## src/rtl/ccff_chain_loader.sv

```systemverilog
// ccff_chain_loader
//   Loads a configuration chain of dffre cells. The cells are wired as a Q->D
//   daisy chain with a shared E and C. Bitstream words arrive on a valid/ready
//   stream. Each word is serialised LSB-first onto ccff_head. ccff_en is gated
//   so that exactly CHAIN_LEN bits are shifted per load.
//
//   Optional feature macro: CCFF_VERIFY_EN
//     When defined, a VERIFY pass follows the last shift. It recirculates the
//     chain for CHAIN_LEN cycles (head = tail), so the chain contents end up
//     unchanged. It counts the ones seen on ccff_tail and compares that count
//     with the ones shifted in. A mismatch sets err in DONE.
//     When undefined, there is no VERIFY state and err is tied low.
//
// Ports
//   C          clock, shared with the chain cells
//   R_N        asynchronous active-low reset
//   start      pulse: begin a load (honoured only in IDLE or DONE)
//   abort      return to IDLE on the next edge (priority over everything)
//   in_data    bitstream word, bit 0 shifted first
//   in_valid   in_data valid
//   in_ready   word accepted on in_valid && in_ready (high only in LOAD)
//   ccff_head  serial data to the first chain cell D
//   ccff_en    chain shift enable (dffre E)
//   ccff_tail  Q of the last chain cell
//   busy       high in LOAD / SHIFT / VERIFY
//   done       high in DONE until the next start or abort
//   err        verify mismatch, sticky until the next start

module ccff_chain_loader #(
    parameter int CHAIN_LEN = 128,
    parameter int WORD_W    = 8,
    parameter int CNT_W     = $clog2(CHAIN_LEN + 1)
) (
    input  logic              C,
    input  logic              R_N,
    input  logic              start,
    input  logic              abort,
    input  logic [WORD_W-1:0] in_data,
    input  logic              in_valid,
    output logic              in_ready,
    output logic              ccff_head,
    output logic              ccff_en,
    input  logic              ccff_tail,
    output logic              busy,
    output logic              done,
    output logic              err
);

`ifdef CCFF_VERIFY_EN
    typedef enum logic [2:0] {IDLE, LOAD, SHIFT, VERIFY, DONE} state_t;
`else
    typedef enum logic [1:0] {IDLE, LOAD, SHIFT, DONE} state_t;
`endif

    state_t            state;
    logic [WORD_W-1:0] shreg;
    logic [WORD_W-1:0] shreg_nxt;
    logic [CNT_W-1:0]  bit_cnt;
    logic [CNT_W-1:0]  wcnt;
    logic [CNT_W-1:0]  remaining;
    logic [CNT_W-1:0]  word_bits;
    logic              head_q;
    logic              en_q;
    logic              busy_q;
    logic              done_q;

`ifdef CCFF_VERIFY_EN
    logic [CNT_W-1:0]  ones_cnt;
    logic [CNT_W-1:0]  tail_ones;
    logic [CNT_W-1:0]  vcnt;
    logic              err_q;
`endif

    // The final word is clamped to the bits still missing from the chain.
    // Its surplus high bits are never shifted.
    always_comb begin
        remaining = CNT_W'(CHAIN_LEN) - bit_cnt;
        if (32'(remaining) > WORD_W)
            word_bits = CNT_W'(WORD_W);
        else
            word_bits = remaining;
        shreg_nxt = shreg >> 1;
    end

    always_ff @(posedge C or negedge R_N) begin
        if (!R_N) begin
            state   <= IDLE;
            shreg   <= '0;
            bit_cnt <= '0;
            wcnt    <= '0;
            head_q  <= 1'b0;
            en_q    <= 1'b0;
            busy_q  <= 1'b0;
            done_q  <= 1'b0;
`ifdef CCFF_VERIFY_EN
            ones_cnt  <= '0;
            tail_ones <= '0;
            vcnt      <= '0;
            err_q     <= 1'b0;
`endif
        end else if (abort) begin
            state  <= IDLE;
            head_q <= 1'b0;
            en_q   <= 1'b0;
            busy_q <= 1'b0;
            done_q <= 1'b0;
        end else begin
            case (state)
                IDLE, DONE: begin
                    if (start) begin
                        state   <= LOAD;
                        bit_cnt <= '0;
                        busy_q  <= 1'b1;
                        done_q  <= 1'b0;
`ifdef CCFF_VERIFY_EN
                        ones_cnt <= '0;
                        err_q    <= 1'b0;
`endif
                    end
                end
                LOAD: begin
                    if (in_valid) begin
                        // The head and enable are registered here, so the
                        // first bit reaches the chain on the next edge.
                        shreg  <= in_data;
                        wcnt   <= word_bits;
                        head_q <= in_data[0];
                        en_q   <= 1'b1;
                        state  <= SHIFT;
                    end
                end
                SHIFT: begin
                    shreg   <= shreg_nxt;
                    head_q  <= shreg_nxt[0];
                    bit_cnt <= bit_cnt + 1'b1;
                    wcnt    <= wcnt - 1'b1;
`ifdef CCFF_VERIFY_EN
                    ones_cnt <= ones_cnt + CNT_W'(head_q);
`endif
                    if (wcnt == CNT_W'(1)) begin
                        head_q <= 1'b0;
                        if (bit_cnt == CNT_W'(CHAIN_LEN - 1)) begin
`ifdef CCFF_VERIFY_EN
                            state     <= VERIFY;
                            vcnt      <= CNT_W'(CHAIN_LEN);
                            tail_ones <= '0;
`else
                            state  <= DONE;
                            en_q   <= 1'b0;
                            busy_q <= 1'b0;
                            done_q <= 1'b1;
`endif
                        end else begin
                            state <= LOAD;
                            en_q  <= 1'b0;
                        end
                    end
                end
`ifdef CCFF_VERIFY_EN
                VERIFY: begin
                    tail_ones <= tail_ones + CNT_W'(ccff_tail);
                    vcnt      <= vcnt - 1'b1;
                    if (vcnt == CNT_W'(1)) begin
                        err_q  <= (tail_ones + CNT_W'(ccff_tail)) != ones_cnt;
                        state  <= DONE;
                        en_q   <= 1'b0;
                        busy_q <= 1'b0;
                        done_q <= 1'b1;
                    end
                end
`endif
                default: state <= IDLE;
            endcase
        end
    end

    assign in_ready = (state == LOAD);
    assign ccff_en  = en_q;
    assign busy     = busy_q;
    assign done     = done_q;

`ifdef CCFF_VERIFY_EN
    // Recirculate during verify: the tail feeds straight back into the head.
    assign ccff_head = (state == VERIFY) ? ccff_tail : head_q;
    assign err       = err_q;
`else
    logic unused_tail;
    assign unused_tail = ccff_tail;
    assign ccff_head   = head_q;
    assign err         = 1'b0;
`endif

endmodule

```

## config.mk

```make
export PLATFORM = sky130hd
export DESIGN_NAME = ccff_chain_loader
export DESIGN_NICKNAME = d
export VERILOG_FILES = /design/src/rtl/ccff_chain_loader.sv
export SDC_FILE = /design/constraint.sdc
export NUM_CORES = 1
export LEC_CHECK = 0
export ABC_AREA = 0
export CAP_MARGIN = 20
export CORE_ASPECT_RATIO = 0.5
export CORE_MARGIN = 3
export CORE_UTILIZATION = 45
export CTS_CLUSTER_SIZE = 8
export DETAILED_ROUTE_END_ITERATION = 8
export GPL_TIMING_DRIVEN = 0
export PLACE_DENSITY = 0.72
export SLEW_MARGIN = 30
export SYNTH_ARGS = -nofsm -noshare
export SYNTH_HDL_FRONTEND = slang
export SYNTH_SLANG_ARGS = --single-unit
```

## constraint.sdc

```tcl
create_clock -name C -period 2.4 [get_ports C]
set_input_delay 0.72 -clock C [delete_from_list [all_inputs] [get_ports C]]
set_output_delay 0.72 -clock C [all_outputs]
set_load 0.03 [all_outputs]
```

==> results of run 1 <==
## worst paths after layout
check,from,endpoint,slack (ps)
max,abort,wcnt[4],110
min,R_N,wcnt[3],460
max reg2reg,state[0],wcnt[4],220
min reg2reg,shreg[3],shreg[3],480
max in group asynchronous,R_N,shreg[5],1490
min in group C,shreg[3],shreg[3],480
## metrics by stage
step | power, mW | cells | hold WS (ps) | setup TNS, ps | setup WS [ps]
after floorplan | 0.775 | 202 | 424 | 0 | 412
after global placement | 0.860 | 270 | 464 | -271 | -156
after detailed placement | 0.871 | 270 | 470 | -403 | -161
after CTS | 1.27 | 277 | 484 | 0 | 112
after global routing | 1.33 | 277 | 496 | 0 | 28.0
final | 1.26 | 277 | 463 | 0 | 110
## repair_timing
action	CTS	global route
setup endpoints to repair	1	1
gates resized for setup	1	1
endpoints found under the hold margin	0	0
## cells in the final DEF (no fill, tap or decap), types with 3 or more instances in the layout
cell type	synthesis	layout
nand3_1	5	5
nor2_1	10	10
clkbuf_1	8	9
nand2b_1	5	5
o21ai_0	19	19
mux2i_1	12	12
or4_1	3	3
nor4_1	4	4
a311oi_1	3	3
xnor2_1	5	5
buf_2	2	3
clkdlybuf4s50_1	0	15
a21oi_1	5	5
nand2_1	23	23
inv_1	10	10
ha_1	6	6
clkbuf_8	0	6
nor3_1	9	9
dfrtp_1	29	29
## sequential cells by signal (all words and copies together), names as in the netlist
name / flops
bit_cnt: 8
wcnt: 8
shreg: 7
state: 2
busy: 1
ccff_en: 1
ccff_head: 1
done: 1
## critical path, delay by kind of cell
kind / cells / cell delay [ps]
AND/OR/NAND/NOR: 2 / 820
AO/OA/AOI/OAI: 2 / 310
buffers and inverters: 2 / 650
## synth_stat cells, drive strengths merged, types with 5 or more instances
cell    number  area share
nand2       23       0.047
nor4         5       0.025
nand3        5       0.014
xnor2        5       0.024
ha           6       0.041
mux2i       12       0.066
nor3         9       0.025
dfrtp       29        0.40
clkbuf       9       0.019
inv         10       0.021
o21ai       20       0.055
nand2b       5       0.017
nor2        10       0.021
a21oi        5       0.014
## cells by family (layout without fill, tap and decap cells)
family,after synthesis,after routing
AOI/OAI and AO/OA,50,50
xor gates and xnor gates,7,7
adders and majority gates,6,6
buffers and inverters,23,47
DFF,29,29
muxes,13,13
other,1,1
and+or+nand+nor,73,73
## metal layers
layer | vias to the layer above | wire length (µm) | GRT usage | part of all wire
li1 | 778 | - | - | -
met4 | 0 | 10 | 0.0448 | 0.0025
met5 | - | 0 | 0 | 0
met1 | 747 | 1990 | 0.243 | 0.51
met3 | 2 | 121 | 0.0544 | 0.031
met2 | 27 | 1800 | 0.266 | 0.46
## power by group
group          total (mW)  internal (mW)  switching (mW)
logic               0.270          0.111           0.160
clock network       0.401          0.227           0.174
registers           0.591          0.552          0.0398
total                1.26          0.889           0.373
## area by class of cell
cell class,count,share of cell area
multi-input cells,150,0.471
clock buffers,7,0.0403
well taps,51,0.0298
plain buffers,13,0.0263
repair buffers,17,0.0764
inverters,10,0.0175
flip-flops and latches,29,0.338
==> reports/results.tsv, run 1 <==
stage	metric	value	unit
place	Final GP Congestion	0.813	
die	initial core utilization	0.498	
cells_and_area	fin util	0.586	
timing	Slew Viols, Final	0	
route	drt pass-1 iters	4	
place	Post-DP Area	2050	µm²
job	MaxCap Viol Count	0	
power_and_ir_drop	Static Leak	0.875	nW
route	DRT Wirelength	3930	µm
power_and_ir_drop	VDD IR max	383	µV
cells_and_area	proportion of layout cells with a drive suffix above 1	0.0929	
synth	Synth Area in XOR/XNOR	0.0336	
synth	largest family of logic cells by synthesized area	simple AND/OR/NAND/NOR gates	
timing	min cycle time layout	2290	ps
synth	post-synthesis compound-gate area fraction	0.187	
worst_setup_path	Reg2Reg Depth	8	
timing	fin crit share	0.954	
die	die area	4900	µm²
timing	Clock Skew	6.74	ps
place	I/O Buffers	17	
worst_setup_path	critical path's slowest cell	or4_1	
worst_setup_path	CP max stage delay	490	ps
outcome	status	finished clean	
clocking	H-tree Lvls	2	
die	io pins	20	
global_route	vias in the first global route	1440	
worst_setup_path	Startpoint Class	input pin	
die	die width	96.0	µm
global_route	initial antenna violation count	0	
route	post-route ant nets	0	
synth	multiplexer share of the synthesized area	0.0721	
global_route	All-Layer GR Usage	0.176	
worst_setup_path	crit path capture type	flip-flop	
cells_and_area	nets	246	
clocking	Clock Latency Late Sink	280	ps
synth	post-synthesis net count	222	
synth	Avg Synthesized Cell Area	9.02	µm²
cells_and_area	cell area after layout	2140	µm²
global_route	grt total ovfl	0	
hold_path	Worst Hold Class	in2async	
route	number of vias per cell	5.61	
timing	RSZ-0062 raised after global routing	no	
cells_and_area	FF/Latch Area	726	µm²
cells_and_area	area delta synth->final	17.6	%
synth	share of synthesized registers carrying an async set or reset	1.00	
place	dpl hpwl	2890	µm
clocking	Reg clk slew, reported paths	60	ps
synth	adder-cell area share of the yosys netlist	0.0412	
timing	# setup viols final	0	
clocking	CTS tree	built	
global_route	first-pass GRT wire length	6560	µm
clocking	hold_buf cts	0	
cells_and_area	multi-input logic area	1010	µm²
die	Die Height	51.0	µm
route	via count	1554	
die	Core Footprint	3660	µm²
timing	FMAX	437	MHz
worst_setup_path	Worst Path Required	2610	ps
worst_setup_path	CP Cell Sequence	clkdlybuf4s50_1 -> or2_2 -> clkbuf_1 -> or4_1 -> o21ai_0 -> a22o_1	
timing	worst-margin pin slew	660	ps
synth	Post-Synth Simple-Gate Area	0.214	
clocking	postcts setup bufs	0	
die	# rows	15	
worst_setup_path	crit-path max FO	7	
clocking	clock buffer depth	2	
route	DRC Markers	0	
synth	synthesized flop and latch total	29	
power_and_ir_drop	Cell Pwr Density	589	nW/µm²
synth	top_reg_cell synth	dfrtp_1	
timing	relative slew slack	0.560	
synth	Mapped Cells	202	
route	drt initial violations	49	
synth	Synth cell types	49	
synth	mapped cell area	1820	µm²
clocking	CTS buffer count	5	
timing	Final Hold Viols	0	
clocking	clk sink count	29	
clocking	Root Driver	clkbuf_8	
synth	Ys Warns	0	
global_route	largest net degree at the start of global routing	30	
worst_setup_path	critical path class	in2reg	
worst_setup_path	Crit path arrival time	2500	ps
synth	sequential area share after synthesis	0.398	
cells_and_area	fill count	328	
route	per-cell routed wire length	14.2	µm
synth	EDFF count, synth	0	
cells_and_area	Antenna diodes	0	
Power figures use the tool's default switching activity.
==> run 2: changes to the inputs <==
Settings changed: ABC_CLOCK_PERIOD_IN_PS from default to 2400, CORE_UTILIZATION 45 to 30, PLACE_DENSITY 0.72 to 0.54.
==> run 2 against run 1 <==
  * Global-route usage down 4.0 points
  * Via count up 1.8%
  * Register-to-register slack better by 30 ps
  * Core utilization down 19 points
  * Clock-buffer cell count unchanged
  * First-iteration DRC count up 43%
  * Combinational power about the same
  * Critical path type unchanged
==> reports/results.tsv, run 2 (same netlist as run 1, synthesis figures left out) <==
stage	metric	value	unit
outcome	status	finished clean	
global_route	grt total ovfl	0	
die	# rows	19	
power_and_ir_drop	combinational power share	0.180	
global_route	first-pass GRT wire length	7500	µm
cells_and_area	Antenna diodes	0	
power_and_ir_drop	Static Leak	0.905	nW
worst_setup_path	Bufs and invs on worst path	2	
global_route	vias in the first global route	1570	
clocking	Clock Latency Late Sink	270	ps
timing	final hold slack	482	ps
route	drt initial violations	70	
power_and_ir_drop	VDD IR max	296	µV
cells_and_area	area delta synth->final	22.6	%
power_and_ir_drop	Cell Pwr Density	674	nW/µm²
die	initial core utilization	0.321	
power_and_ir_drop	sequential share of power	0.393	
power_and_ir_drop	switch share	0.270	
route	DRC Markers	0	
timing	relative slew slack	0.545	
place	pre-CTS WS	-160	ps
worst_setup_path	Reg2Reg Depth	6	
clocking	Reg clk slew, reported paths	50	ps
die	Core Footprint	5680	µm²
die	die area	7100	µm²
cells_and_area	proportion of layout cells with a drive suffix above 1	0.0969	
clocking	H-tree Lvls	2	
worst_setup_path	CP Cell Sequence	clkdlybuf4s50_1 -> or2_2 -> clkbuf_1 -> or4_1 -> o21ai_0 -> a22o_1	
die	Die Height	61.1	µm
clocking	hold_buf cts	0	
clocking	Root Driver	clkbuf_16	
place	I/O Buffers	17	
hold_path	WHS Path Cells	2	
clocking	clk sink count	29	
power_and_ir_drop	Clock power frac	0.428	
timing	RSZ-0062 raised after global routing	no	
power_and_ir_drop	P_sw	406	µW
worst_setup_path	Crit path arrival time	2490	ps
hold_path	Worst Hold Class	reg2reg	
route	per-cell routed wire length	14.3	µm
worst_setup_path	CP top delay family	simple AND/OR/NAND/NOR gates	
cells_and_area	Regs by FF count	bit_cnt: 8 flops, wcnt: 8 flops, shreg: 7 flops	
route	via count	1582	
die	io pins	20	
worst_setup_path	crit-path max FO	7	
worst_setup_path	Worst Path Required	2610	ps
worst_setup_path	CP max stage delay	480	ps
worst_setup_path	critical path depth	6	
worst_setup_path	crit path capture type	flip-flop	
place	Final GP Congestion	0.812	
timing	Slew Viols, Final	0	
timing	Clock Skew	6.89	ps
clocking	CTS tree	built	
timing	min cycle time layout	2280	ps
route	post-route ant nets	0	
global_route	All-Layer GR Usage	0.135	
global_route	largest net degree at the start of global routing	30	
timing	Final Hold Viols	0	
worst_setup_path	critical path class	in2reg	
cells_and_area	nets	246	
cells_and_area	most common cell after layout, fill and taps aside	dfrtp_1	
die	die width	116	µm
clocking	clock buffer depth	2	
power_and_ir_drop	internal power	1.10	mW
timing	# setup viols final	0	
worst_setup_path	critical path's slowest cell	clkdlybuf4s50_1	
global_route	initial antenna violation count	0	
job	MaxCap Viol Count	0	
route	DRT Wirelength	4300	µm
route	drt pass-1 iters	4	
timing	FMAX	439	MHz
route	number of vias per cell	5.27	
timing	fin crit share	0.950	
worst_setup_path	Startpoint Class	input pin	
place	dpl hpwl	3140	µm
timing	worst-margin pin slew	683	ps
timing	setup ws final	120	ps
clocking	CTS buffer count	5	
cells_and_area	commonest cells after routing, fill and taps aside	dfrtp_1, nand2_1, o21ai_0, clkdlybuf4s50_1, mux2i_1	
-- run 2: cell count changes in the layout (fill, tap and decap cells not counted), sizes merged --
cell    before  now
clkinv       0    1
-- run 2: stage by stage --
step	setup TNS, ps	utilization	instances	total power [mW]	area (µm²)
CTS	0	0.394	300	1.53	2240
detailed placement	-497	0.366	292	0.874	2080
floorplan	0	-	202	0.775	1820
finish	0	0.394	300	1.51	2240
global placement	-344	0.367	292	0.864	2080
global route	0	0.394	300	1.60	2240
-- run 2: area by class of cell --
type	count	area, µm²
Clock inverter	1	5.00
Fill cell	575	3450
Timing Repair Buffer	17	164
Clock buffer	7	153
Tap cell	73	91.3
Buffer	13	56.3
Sequential cell	29	726
Multi-Input combinational cell	150	1000
Inverter	10	37.5
-- run 2: worst paths after layout --
kind / start / end / slack [ps]
setup / recovery: abort / wcnt[4] / 120
hold / removal: shreg[1] / shreg[1] / 480
setup reg to reg: bit_cnt[0] / wcnt[3] / 250
hold reg to reg: shreg[1] / shreg[1] / 480
max in group asynchronous: R_N / bit_cnt[1] / 1470
min in group asynchronous: R_N / busy / 490
-- run 2: what timing repair did --
item	CTS	global route
buffers inserted	0	0
setup endpoints to repair	1	0
resized for setup	1	0
-- run 2: metal layers --
layer | part of all wire | track usage
met4 | 0.014 | 0.0479
met5 | 0 | 0
met1 | 0.48 | 0.170
met2 | 0.47 | 0.233
met3 | 0.032 | 0.0334
-- run 2: power by group through the flow --
stage / logic [mW] / registers [mW] / clock network [mW]
final: 0.271 / 0.591 / 0.644
after global routing: 0.311 / 0.601 / 0.688
after CTS: 0.275 / 0.592 / 0.659
after detailed placement: 0.274 / 0.600 / 0
after global placement: 0.268 / 0.597 / 0
after floorplan: 0.174 / 0.600 / 0
-- run 2: worst min-delay path: cells and delay by family, from the launching register on --
family           cells  cell delay (ps)
flip-flops           1              340
AO/OA/AOI/OAI        1               60
AND/OR/NAND/NOR      1               40
==> run 3: changes to the inputs <==
Settings changed: ABC_CLOCK_PERIOD_IN_PS 2400 to default.
==> results of run 3 <==
No change in the layout: final DEF, timing and power equal those of run 2.
